## config.mk

```make
export PLATFORM = sky130hd
export DESIGN_NAME = fp_round_pipe
export DESIGN_NICKNAME = d
export VERILOG_FILES = /design/src/rtl/fp_pkg.sv /design/src/rtl/fp_round_decide.sv /design/src/rtl/fp_round_pipe.sv
export SDC_FILE = /design/constraint.sdc
export NUM_CORES = 1
export LEC_CHECK = 0
export BUFFER_PORTS_ARGS = -buffer_cell sky130_fd_sc_hd__buf_4
export CORE_UTILIZATION = 50
export DETAILED_ROUTE_END_ITERATION = 7
export PLACE_DENSITY = 0.77
export SLEW_MARGIN = 20
export SYNTH_ARGS = -nofsm -noshare
export SYNTH_HDL_FRONTEND = slang
export SYNTH_SLANG_ARGS = --single-unit
```

## constraint.sdc

```tcl
create_clock -name clk -period 6.4 [get_ports clk]
set_input_delay 1.28 -clock clk [delete_from_list [all_inputs] [get_ports clk]]
set_output_delay 1.28 -clock clk [all_outputs]
set_load 0.05 [all_outputs]
```

## src/rtl/fp_pkg.sv

```systemverilog
// Shared FPU rounding definitions: rounding-mode encodings, default field widths
// and the exponent/fraction constants used for overflow saturation.
package fp_pkg;

    localparam int FP_EXP_W = 8;
    localparam int FP_MAN_W = 23;

    localparam logic [2:0] RM_RNE = 3'b000;
    localparam logic [2:0] RM_RTZ = 3'b001;
    localparam logic [2:0] RM_RUP = 3'b010;
    localparam logic [2:0] RM_RDN = 3'b011;
    localparam logic [2:0] RM_RMM = 3'b100;

    localparam logic [FP_EXP_W-1:0] FP_EXP_ONES    = {FP_EXP_W{1'b1}};
    localparam logic [FP_EXP_W-1:0] FP_EXP_MAX_FIN = FP_EXP_ONES - {{(FP_EXP_W-1){1'b0}}, 1'b1};
    localparam logic [FP_MAN_W-1:0] FP_FRAC_ONES   = {FP_MAN_W{1'b1}};

    // Reserved encodings 101..111 fold onto round-to-nearest-even.
    function automatic logic [2:0] rm_canon(input logic [2:0] mode);
        logic [2:0] m;
        case (mode)
            RM_RNE, RM_RTZ, RM_RUP, RM_RDN, RM_RMM: m = mode;
            default:                                m = RM_RNE;
        endcase
        return m;
    endfunction

endpackage

```

## src/rtl/fp_round_decide.sv

```systemverilog
// Combinational round-increment decision from mode, sign and the L/G/R/S bits;
// shared with the divide/sqrt rounders.
module fp_round_decide
    import fp_pkg::*;
(
    input  logic [2:0] mode_i,
    input  logic       sign_i,
    input  logic       lsb_i,
    input  logic       g_i,
    input  logic       r_i,
    input  logic       s_i,
    output logic       inc_o
);

    // Increment decision per rounding mode
    always_comb begin
        inc_o = 1'b0;
        case (mode_i)
            RM_RNE:  inc_o = g_i & (r_i | s_i | lsb_i);
            RM_RTZ:  inc_o = 1'b0;
            RM_RUP:  inc_o = ~sign_i & (g_i | r_i | s_i);
            RM_RDN:  inc_o = sign_i & (g_i | r_i | s_i);
            RM_RMM:  inc_o = g_i;
            default: inc_o = g_i & (r_i | s_i | lsb_i);
        endcase
    end

endmodule

```

## src/rtl/fp_round_pipe.sv

```systemverilog
// Two-stage pipelined IEEE-754 rounder with valid/ready backpressure.
// Define FP_ROUND_FLAGS_EN to add the out_inexact/out_overflow flag ports.
module fp_round_pipe
    import fp_pkg::*;
#(
    parameter int EXP_W = FP_EXP_W,
    parameter int MAN_W = FP_MAN_W
) (
    input  logic             clk,
    input  logic             rst,
    input  logic             in_valid,
    output logic             in_ready,
    input  logic             in_sign,
    input  logic [EXP_W-1:0] in_exp,
    input  logic [MAN_W+4:0] in_mant,
    input  logic [2:0]       in_mode,
    output logic             out_valid,
    input  logic             out_ready,
    output logic             out_sign,
    output logic [EXP_W-1:0] out_exp,
    output logic [MAN_W-1:0] out_mant
`ifdef FP_ROUND_FLAGS_EN
    ,
    output logic             out_inexact,
    output logic             out_overflow
`endif
);

    localparam int               SUM_W     = MAN_W + 2;
    localparam logic [EXP_W-1:0] EXP_ONES  = {EXP_W{1'b1}};
    localparam logic [EXP_W-1:0] EXP_ZERO  = {EXP_W{1'b0}};
    localparam logic [EXP_W-1:0] EXP_ONE   = {{(EXP_W-1){1'b0}}, 1'b1};
    localparam logic [EXP_W-1:0] EXP_MAXF  = EXP_ONES - EXP_ONE;
    localparam logic [MAN_W-1:0] FRAC_ONES = {MAN_W{1'b1}};
    localparam logic [MAN_W-1:0] FRAC_ZERO = {MAN_W{1'b0}};

    typedef struct packed {
        logic             sign;
        logic [EXP_W-1:0] exp;
        logic [SUM_W-1:0] sum;
        logic             special;
        logic [2:0]       mode;
`ifdef FP_ROUND_FLAGS_EN
        logic             inexact;
`endif
    } s1_t;

    typedef struct packed {
        logic             sign;
        logic [EXP_W-1:0] exp;
        logic [MAN_W-1:0] mant;
`ifdef FP_ROUND_FLAGS_EN
        logic             inexact;
        logic             overflow;
`endif
    } out_t;

    logic             s1_valid_q, s1_valid_d;
    s1_t              s1_q, s1_d, s1_new_s;
    logic             out_valid_q, out_valid_d;
    out_t             out_q, out_d, out_new_s;

    logic             s1_ready_s, s2_ready_s, accept_s, advance_s;
    logic             special_s, inc_raw_s, inc_s;
    logic [2:0]       mode_s;
    logic [SUM_W-1:0] sum_s;
    logic [EXP_W-1:0] exp_n_s;
    logic [MAN_W-1:0] frac_n_s;
    logic             ovf_s;

    assign s2_ready_s = ~out_valid_q | out_ready;
    assign s1_ready_s = ~s1_valid_q | s2_ready_s;
    assign in_ready   = s1_ready_s;
    assign accept_s   = in_valid & s1_ready_s;
    assign advance_s  = s1_valid_q & s2_ready_s;

    assign mode_s    = rm_canon(in_mode);
    assign special_s = (in_exp == EXP_ONES);

    fp_round_decide u_decide (
        .mode_i (mode_s),
        .sign_i (in_sign),
        .lsb_i  (in_mant[3]),
        .g_i    (in_mant[2]),
        .r_i    (in_mant[1]),
        .s_i    (in_mant[0]),
        .inc_o  (inc_raw_s)
    );

    // Inf/NaN never round, so their fraction passes through bit-exact.
    assign inc_s = inc_raw_s & ~special_s;
    assign sum_s = in_mant[MAN_W+4:3] + {{(SUM_W-1){1'b0}}, inc_s};

    // Stage-1 payload assembled from the incoming beat
    always_comb begin
        s1_new_s         = {$bits(s1_t){1'b0}};
        s1_new_s.sign    = in_sign;
        s1_new_s.exp     = in_exp;
        s1_new_s.sum     = sum_s;
        s1_new_s.special = special_s;
        s1_new_s.mode    = mode_s;
`ifdef FP_ROUND_FLAGS_EN
        s1_new_s.inexact = (|in_mant[2:0]) & ~special_s;
`endif
    end

    // Stage-2 renormalisation and overflow saturation
    always_comb begin
        exp_n_s  = s1_q.exp;
        frac_n_s = s1_q.sum[MAN_W-1:0];
        ovf_s    = 1'b0;
        if (s1_q.special) begin
            exp_n_s  = s1_q.exp;
            frac_n_s = s1_q.sum[MAN_W-1:0];
        end else if (s1_q.sum[MAN_W+1]) begin
            exp_n_s  = s1_q.exp + EXP_ONE;
            frac_n_s = s1_q.sum[MAN_W:1];
        end else if (s1_q.sum[MAN_W] && (s1_q.exp == EXP_ZERO)) begin
            exp_n_s  = EXP_ONE;
            frac_n_s = s1_q.sum[MAN_W-1:0];
        end else begin
            exp_n_s  = s1_q.exp;
            frac_n_s = s1_q.sum[MAN_W-1:0];
        end

        ovf_s = ~s1_q.special & (exp_n_s == EXP_ONES);
        if (ovf_s) begin
            case (s1_q.mode)
                RM_RUP: begin
                    exp_n_s  = s1_q.sign ? EXP_MAXF  : EXP_ONES;
                    frac_n_s = s1_q.sign ? FRAC_ONES : FRAC_ZERO;
                end
                RM_RDN: begin
                    exp_n_s  = s1_q.sign ? EXP_ONES  : EXP_MAXF;
                    frac_n_s = s1_q.sign ? FRAC_ZERO : FRAC_ONES;
                end
                default: begin
                    exp_n_s  = EXP_ONES;
                    frac_n_s = FRAC_ZERO;
                end
            endcase
        end else begin
            frac_n_s = frac_n_s;
        end

        out_new_s          = {$bits(out_t){1'b0}};
        out_new_s.sign     = s1_q.sign;
        out_new_s.exp      = exp_n_s;
        out_new_s.mant     = frac_n_s;
`ifdef FP_ROUND_FLAGS_EN
        out_new_s.inexact  = s1_q.inexact;
        out_new_s.overflow = ovf_s;
`endif
    end

    // Handshake-controlled next state for both pipeline stages
    always_comb begin
        s1_valid_d  = s1_valid_q;
        s1_d        = s1_q;
        out_valid_d = out_valid_q;
        out_d       = out_q;
        if (s1_ready_s) begin
            s1_valid_d = in_valid;
        end else begin
            s1_valid_d = s1_valid_q;
        end
        if (accept_s) begin
            s1_d = s1_new_s;
        end else begin
            s1_d = s1_q;
        end
        if (s2_ready_s) begin
            out_valid_d = s1_valid_q;
        end else begin
            out_valid_d = out_valid_q;
        end
        if (advance_s) begin
            out_d = out_new_s;
        end else begin
            out_d = out_q;
        end
    end

    // Pipeline registers; reset drops any in-flight beats
    always_ff @(posedge clk or posedge rst) begin
        if (rst) begin
            s1_valid_q  <= 1'b0;
            s1_q        <= {$bits(s1_t){1'b0}};
            out_valid_q <= 1'b0;
            out_q       <= {$bits(out_t){1'b0}};
        end else begin
            s1_valid_q  <= s1_valid_d;
            s1_q        <= s1_d;
            out_valid_q <= out_valid_d;
            out_q       <= out_d;
        end
    end

    assign out_valid = out_valid_q;
    assign out_sign  = out_q.sign;
    assign out_exp   = out_q.exp;
    assign out_mant  = out_q.mant;
`ifdef FP_ROUND_FLAGS_EN
    assign out_inexact  = out_q.inexact;
    assign out_overflow = out_q.overflow;
`endif

endmodule

```

==> results of run 1 <==
-- tightest hold or removal path: cells and delay by family, from the launching register on --
family,cells,cell delay [ns]
simple gates,1,0.04
compound gates,1,0.06
flops,1,0.34
-- power by group through the flow --
stage,Sequential [W],Combinational (W),Clock [W]
2_1_floorplan,0.000772,0.000199,0
3_3_place_gp,0.000610,0.000512,0
3_5_place_dp,0.000613,0.000519,0
4_1_cts,0.000605,0.000520,0.000402
5_1_grt,0.000616,0.000552,0.000416
6_report,0.000605,0.000516,0.000391
-- sequential cells by signal, indices dropped and copies added, names as in the netlist --
register / flops
s1_valid_q: 1
out_new_s: 1
s1_q: 37
out_exp: 8
out_mant: 23
out_valid: 1
out_sign: 1
-- Yosys cell counts, drive strengths merged, types with 2 or more instances --
library cell,instances,area [um2]
dfrtp,72,1800
nand2,72,270
o21ai,32,160
mux2i,23,230
o211ai,23,273
xor2,23,201
nand3,15,75.1
nor2,15,56.3
mux2,14,158
buf,11,67.6
clkbuf,11,41.3
nand4,10,62.6
xnor2,8,70.1
inv,5,18.8
nand2b,5,31.3
nor3,5,30.0
a21oi,4,20.0
ha,4,50.1
nand3b,3,22.5
nand4b,3,26.3
nor4,3,18.8
o31ai,3,27.5
nor2b,2,12.5
-- stage by stage --
step,hold WS (ns),instances
2_1_floorplan,0.441,380
3_3_place_gp,0.457,538
3_5_place_dp,0.475,538
4_1_cts,0.490,554
5_1_grt,0.509,554
6_report,0.482,554
-- path summary, 6_finish.rpt --
| check | slack, ns | depth (start not counted) | to | startpoint |
|---|---|---|---|---|
| max in group asynchronous | 4.57 | 3 | out_mant[22] | rst |
| worst max register to register | 3.28 | 6 | out_mant[20] | s1_q[28] |
| worst max-delay path | 2.58 | 11 | s1_q[22] | in_mode[2] |
| worst min-delay path | 0.48 | 2 | out_exp[4] | out_exp[4] |
| worst min register to register | 0.48 | 2 | out_exp[4] | out_exp[4] |
| min in group asynchronous | 1.20 | 3 | s1_valid_q | rst |
-- area by class of cell --
class	instances	area, um2	share of cell area
Multi-Input combinational cell	281	1940	0.412
Sequential cell	72	1800	0.383
Timing Repair Buffer	81	608	0.129
Clock buffer	13	149	0.0316
Tap cell	99	124	0.0263
Clock inverter	3	65.1	0.0138
Inverter	5	18.8	0.00399
-- metal layers --
| layer | vias to the layer above | wire (um) | track usage |
|---|---|---|---|
| met5 | - | 0 | 0 |
| li1 | 1478 | - | - |
| met2 | 90 | 3990 | 0.364 |
| met1 | 1439 | 3720 | 0.275 |
| met3 | 8 | 354 | 0.0381 |
| met4 | 0 | 103 | 0.0874 |
-- logic make-up (layout without fill, tap and decap cells) --
logic type	Yosys count	in the layout	share of synthesized area
AOI/OAI and AO/OA	69	69	0.143
xor gates and xnor gates	31	31	0.0705
adders and majority gates	4	4	0.0130
buffers and inverters	27	102	0.0331
DFF	72	72	0.468
muxes	37	37	0.101
and+or+nand+nor	140	140	0.172
==> metrics.csv, run 1 <==
stage;metric;value;unit
finish;filler cell count;616;
pwr;Tot Pwr;0.00151;W
floorplan;DIE AREA;8060;um2
finish;Post-Route Utilization;0.642;
timing;post-layout min period;3.82;ns
synth;Synth Warn #;0;
finish;n_diodes;0;
routing;DRC violations left;0;
pwr;Leak Pwr;2.12;nW
pwr;Combinational Power Share;0.341;
setup_path;Crit. End Element;flip-flop;
routing;Initial DRT Pass Iterations;4;
timing;RSZ-0062 raised after global routing;no;
finish;Final nets;498;
place;detailed placement HPWL;5620;um
grt;wire length of the first global-routing pass;14000;um
clock_network;clock tree buffer depth;2;
place;RePlAce Congestion;0.861;
clock_network;CTS clk-pin slew, worst paths;0.07;ns
synth;asr flop ratio synth;1.00;
timing;Final Cycle Share;0.597;
routing;Via density;5.44;
hold_path;Min-Delay Path Class;reg2reg;
floorplan;# rows;31;
pwr;internal power;0.000953;W
routing;ANT nets after route;0;
finish;fin area;4710;um2
grt;initial antenna violation count;0;
timing;Slew Limit Headroom;0.332;
grt;total grt overflow;0;
timing;Final Max Slew Viols;0;
timing;final worst slack;2.58;ns
floorplan;Starting Density;0.525;
synth;net count after synthesis;428;
clock_network;Root Buffer;clkbuf_8;
timing;fmax;262;MHz
outcome;status;complete, no violations;
place;dpl cell area;4490;um2
clock_network;Post-CTS Setup Inserts;0;
setup_path;CP bufs+invs;1;
setup_path;worst path cell trace;buf_4 -> nor2b_1 -> a21oi_1 -> a311oi_1 -> ha_1 -> ha_1 -> nand3_1 -> nor3_1 -> nand4_1 -> xor2_1 -> o21ai_0;
pwr;PwrDens;321;nW/um2
timing;Post-Route Setup TNS;0;ns
setup_path;Worst path slowest cell;nor3_1;
finish;Syn-to-layout area delta;22.2;%
place;buffers added on ports;77;
setup_path;CP required;6.65;ns
timing;Worst Max-Slew Pin Slew;0.995;ns
synth;Post-synth EDFFs;0;
setup_path;CP Max Fanout;8;
synth;register area share after synthesis;0.468;
floorplan;Core ar.;7330;um2
setup_path;Top delay family on crit path;simple AND/OR/NAND/NOR gates;
floorplan;Die Y-Extent;89.8;um
clock_network;CTS Hold Buffers Added;0;
clock_network;post-cts sizing count;0;
timing;Worst Skew;0.00864;ns
synth;syn_area_per_cell;10.1;um2
grt;vias in the first global route;3009;
setup_path;crit start category;input port;
finish;layout cell share with drive strength beyond 1;0.303;
grt;largest net degree at the start of global routing;73;
routing;drt wl/cell;14.7;um
pwr;NetSw;0.000559;W
pwr;VDD IR-drop max;175;uV
synth;Synth Instances;380;
pwr;Flop pwr share;0.400;
routing;1st-iter DRT viols;136;
clock_network;worst-skew pair later-pin latency;0.34;ns
synth;synth unique cells;41;
place;DP Worst Slack;2.29;ns
clock_network;CTS tree;yes;
clock_network;CTS Sinks;72;
grt;Total GRT Usage;0.216;
floorplan;Die W;89.8;um
clock_network;H-tree levels;3;
floorplan;I/O pins;78;
timing;final hold violation count;0;
pwr;switching power share of the total;0.370;
setup_path;crit path DAT;4.07;ns
timing;setup violators final;0;
flow_run;Max-Cap Viols;0;
finish;commonest non-fill, non-tap cells in the layout;81 x buf_4, 72 x dfrtp_1, 71 x nand2_1, 32 x o21ai_0;
setup_path;Crit Path Class;in2reg;
synth;Synth Flop Type;dfrtp_1;
routing;wirelength, routed;8160;um
clock_network;cts bufs inserted;9;
pwr;clock network power share;0.259;
setup_path;Most common cell on crit path;ha_1;
synth;post-synthesis register bit count;72;
finish;most common cell after layout, fill and taps aside;buf_4;
setup_path;Slowest Stage Delay on Critical Path;0.86;ns
routing;vias post-DR;3015;
synth;Post-Synthesis Cell Area;3850;um2
Note: power is estimated with default switching activity, not from simulation.
==> inputs of run 2 (changes only) <==
==> constraint.sdc (replaced) <==
create_clock -name clk -period 3.9 [get_ports clk]
set_input_delay 0.78 -clock clk [delete_from_list [all_inputs] [get_ports clk]]
set_output_delay 0.78 -clock clk [all_outputs]
set_load 0.05 [all_outputs]
==> metrics.csv, run 2 (same netlist as run 1, synthesis figures left out) <==
stage;metric;value;unit;change
outcome;status;complete, no violations;;
setup_path;Critical Path Start;s1_q[29];;
grt;wire length of the first global-routing pass;14300;um;+1.7%
grt;vias in the first global route;3018;;+0.30%
setup_path;CP Max Fanout;13;;+5
floorplan;Starting Density;0.525;;unchanged
clock_network;CTS tree;yes;;
flow_run;Max-Cap Viols;0;;unchanged
timing;Final Cycle Share;0.745;;
clock_network;CTS Hold Buffers Added;0;;unchanged
timing;fmax;344;MHz;
setup_path;Worst path slowest cell;o31ai_4;;
finish;filler cell count;617;;+0.16%
setup_path;R2R setup slack;1.0;ns;-2.28 ns
clock_network;post-cts sizing count;0;;unchanged
setup_path;Crit Path Class;reg2reg;;
setup_path;CP bufs+invs;1;;unchanged
setup_path;Crit. End Element;flip-flop;;
setup_path;Worst path depth;7;;-4
grt;largest net degree at the start of global routing;73;;unchanged
timing;final hold violation count;0;;unchanged
floorplan;# rows;31;;unchanged
setup_path;FF-to-FF path depth;7;;+1
timing;post-layout min period;2.90;ns;
place;detailed placement HPWL;5760;um;+2.5%
finish;n_diodes;0;;unchanged
routing;DRC violations left;0;;unchanged
pwr;PwrDens;504;nW/um2;+57%
setup_path;crit path DAT;3.09;ns;-0.98 ns
finish;sequential cell area;1800;um2;unchanged
pwr;VDD IR-drop max;227;uV;+30%
finish;commonest non-fill, non-tap cells in the layout;85 x buf_4, 72 x dfrtp_1, 71 x nand2_1, 32 x o21ai_0;;
floorplan;Core ar.;7330;um2;unchanged
setup_path;worst path cell trace;ha_1 -> or3b_1 -> nor4_1 -> nor3_2 -> o31ai_4 -> buf_4 -> o211ai_1;;
clock_network;Root Buffer;clkbuf_8;;
routing;vias post-DR;3022;;+0.23%
pwr;Tot Pwr;0.00236;W;+56%
routing;Via density;5.42;;-0.49%
floorplan;I/O pins;78;;unchanged
pwr;switching power share of the total;0.393;;+0.0231
clock_network;worst-skew pair later-pin latency;0.35;ns;about the same
finish;most common cell after layout, fill and taps aside;buf_4;;
routing;1st-iter DRT viols;117;;-14%
clock_network;H-tree levels;3;;unchanged
pwr;internal power;0.00143;W;+50%
timing;Worst Skew;0.00889;ns;+0.000248 ns
pwr;Flop pwr share;0.421;;+0.021
timing;RSZ-0062 raised after global routing;no;;
clock_network;clock tree buffer depth;2;;unchanged
setup_path;Top delay family on crit path;compound AO/OA/AOI/OAI gates;;
timing;Worst Max-Slew Pin Slew;0.913;ns;-0.0818 ns
setup_path;Slowest Stage Delay on Critical Path;0.67;ns;-0.19 ns
setup_path;CP required;4.08;ns;-2.57 ns
pwr;Combinational Power Share;0.360;;+0.019
finish;Largest Register;s1_q;;
routing;drt wl/cell;14.5;um;-1.4%
finish;layout cell share with drive strength beyond 1;0.312;;+0.00825
hold_path;Min-Delay Path Class;reg2reg;;
timing;setup violators final;0;;unchanged
finish;max reg flops;37;;unchanged
routing;Initial DRT Pass Iterations;4;;unchanged
pwr;clock network power share;0.219;;-0.040
finish;fin area;4680;um2;-0.50%
clock_network;CTS Sinks;72;;unchanged
place;buffers added on ports;77;;unchanged
timing;Final Max Slew Viols;0;;unchanged
place;RePlAce Congestion;0.893;;+3.7%
timing;Post-Route Setup TNS;0;ns;unchanged
finish;Final nets;502;;+0.80%
routing;ANT nets after route;0;;unchanged
pwr;Leak Pwr;2.12;nW;about the same
grt;total grt overflow;0;;unchanged
routing;wirelength, routed;8110;um;-0.65%
setup_path;FF-to-FF Start;s1_q[29];;
floorplan;Die Y-Extent;89.8;um;unchanged
clock_network;CTS clk-pin slew, worst paths;0.07;ns;about the same
setup_path;crit start category;flip-flop;;
setup_path;end of the worst register-to-register path;out_mant[21];;
place;dpl cell area;4520;um2;+0.67%
clock_network;cts bufs inserted;9;;unchanged
grt;initial antenna violation count;0;;unchanged
hold_path;min-delay src;out_exp[3];;
finish;Multi-input gate area;1940;um2;-0.26%
setup_path;crit path capture;out_mant[21];;
floorplan;DIE AREA;8060;um2;unchanged
finish;Syn-to-layout area delta;21.6;%;
grt;Total GRT Usage;0.222;;+0.00672
pwr;NetSw;0.000926;W;+66%
floorplan;Die W;89.8;um;unchanged
clock_network;Post-CTS Setup Inserts;0;;unchanged
timing;Slew Limit Headroom;0.391;;+0.0596
[run 2: cell count changes in the layout (fill, tap and decap cells not counted), sizes merged]
cell,before,now
bufinv,2,0
buf,81,85
clkinv,1,4
clkbuf,13,12
[run 2: through the flow]
| step | cells | util | hold WS, ns | setup WS, ns |
|---|---|---|---|---|
| floorplan | 380 | - | 0.441 | 0.980 |
| global placement | 542 | 0.616 | 0.458 | 0.918 |
| detailed placement | 542 | 0.616 | 0.473 | 0.810 |
| CTS | 558 | 0.639 | 0.489 | 0.995 |
| global route | 558 | 0.639 | 0.523 | 0.816 |
| finish | 558 | 0.639 | 0.481 | 0.995 |
[run 2: final cells by class]
type,count,share of cell area
clock inverter,4,0.00427
sequential,72,0.385
inverter,5,0.00401
tap,99,0.0264
clock buffer,12,0.0310
timing repair buffer,85,0.136
multi-input combinational,281,0.413
[run 2: worst min-delay path: cells and delay by family, from the launching register on]
family / cells / cell delay (ns)
flops: 1 / 0.35
compound gates: 1 / 0.06
simple gates: 1 / 0.05
[run 2: worst min path at each step]
| stage | depth (start not counted) | to |
|---|---|---|
| after floorplan | 2 | s1_q[2] |
| after global placement | 2 | s1_q[2] |
| after detailed placement | 2 | out_exp[3] |
| after CTS | 2 | out_exp[3] |
| after global routing | 2 | out_mant[4] |
| final | 2 | out_exp[3] |
[run 2: layer usage]
layer,up-vias,GRT usage,part of all wire
met3,13,0.0516,0.055
met1,1437,0.282,0.45
met4,0,0.0997,0.018
met2,89,0.363,0.48
li1,1483,-,-
met5,-,0,0
[run 2: power by group through the flow]
stage | Clock, W | Combinational, W | Sequential [W]
2_1_floorplan | 0 | 0.000327 | 0.00127
3_3_place_gp | 0 | 0.000844 | 0.00100
3_5_place_dp | 0 | 0.000856 | 0.00101
4_1_cts | 0.000530 | 0.000858 | 0.000993
5_1_grt | 0.000559 | 0.000913 | 0.00101
6_report | 0.000516 | 0.000850 | 0.000993
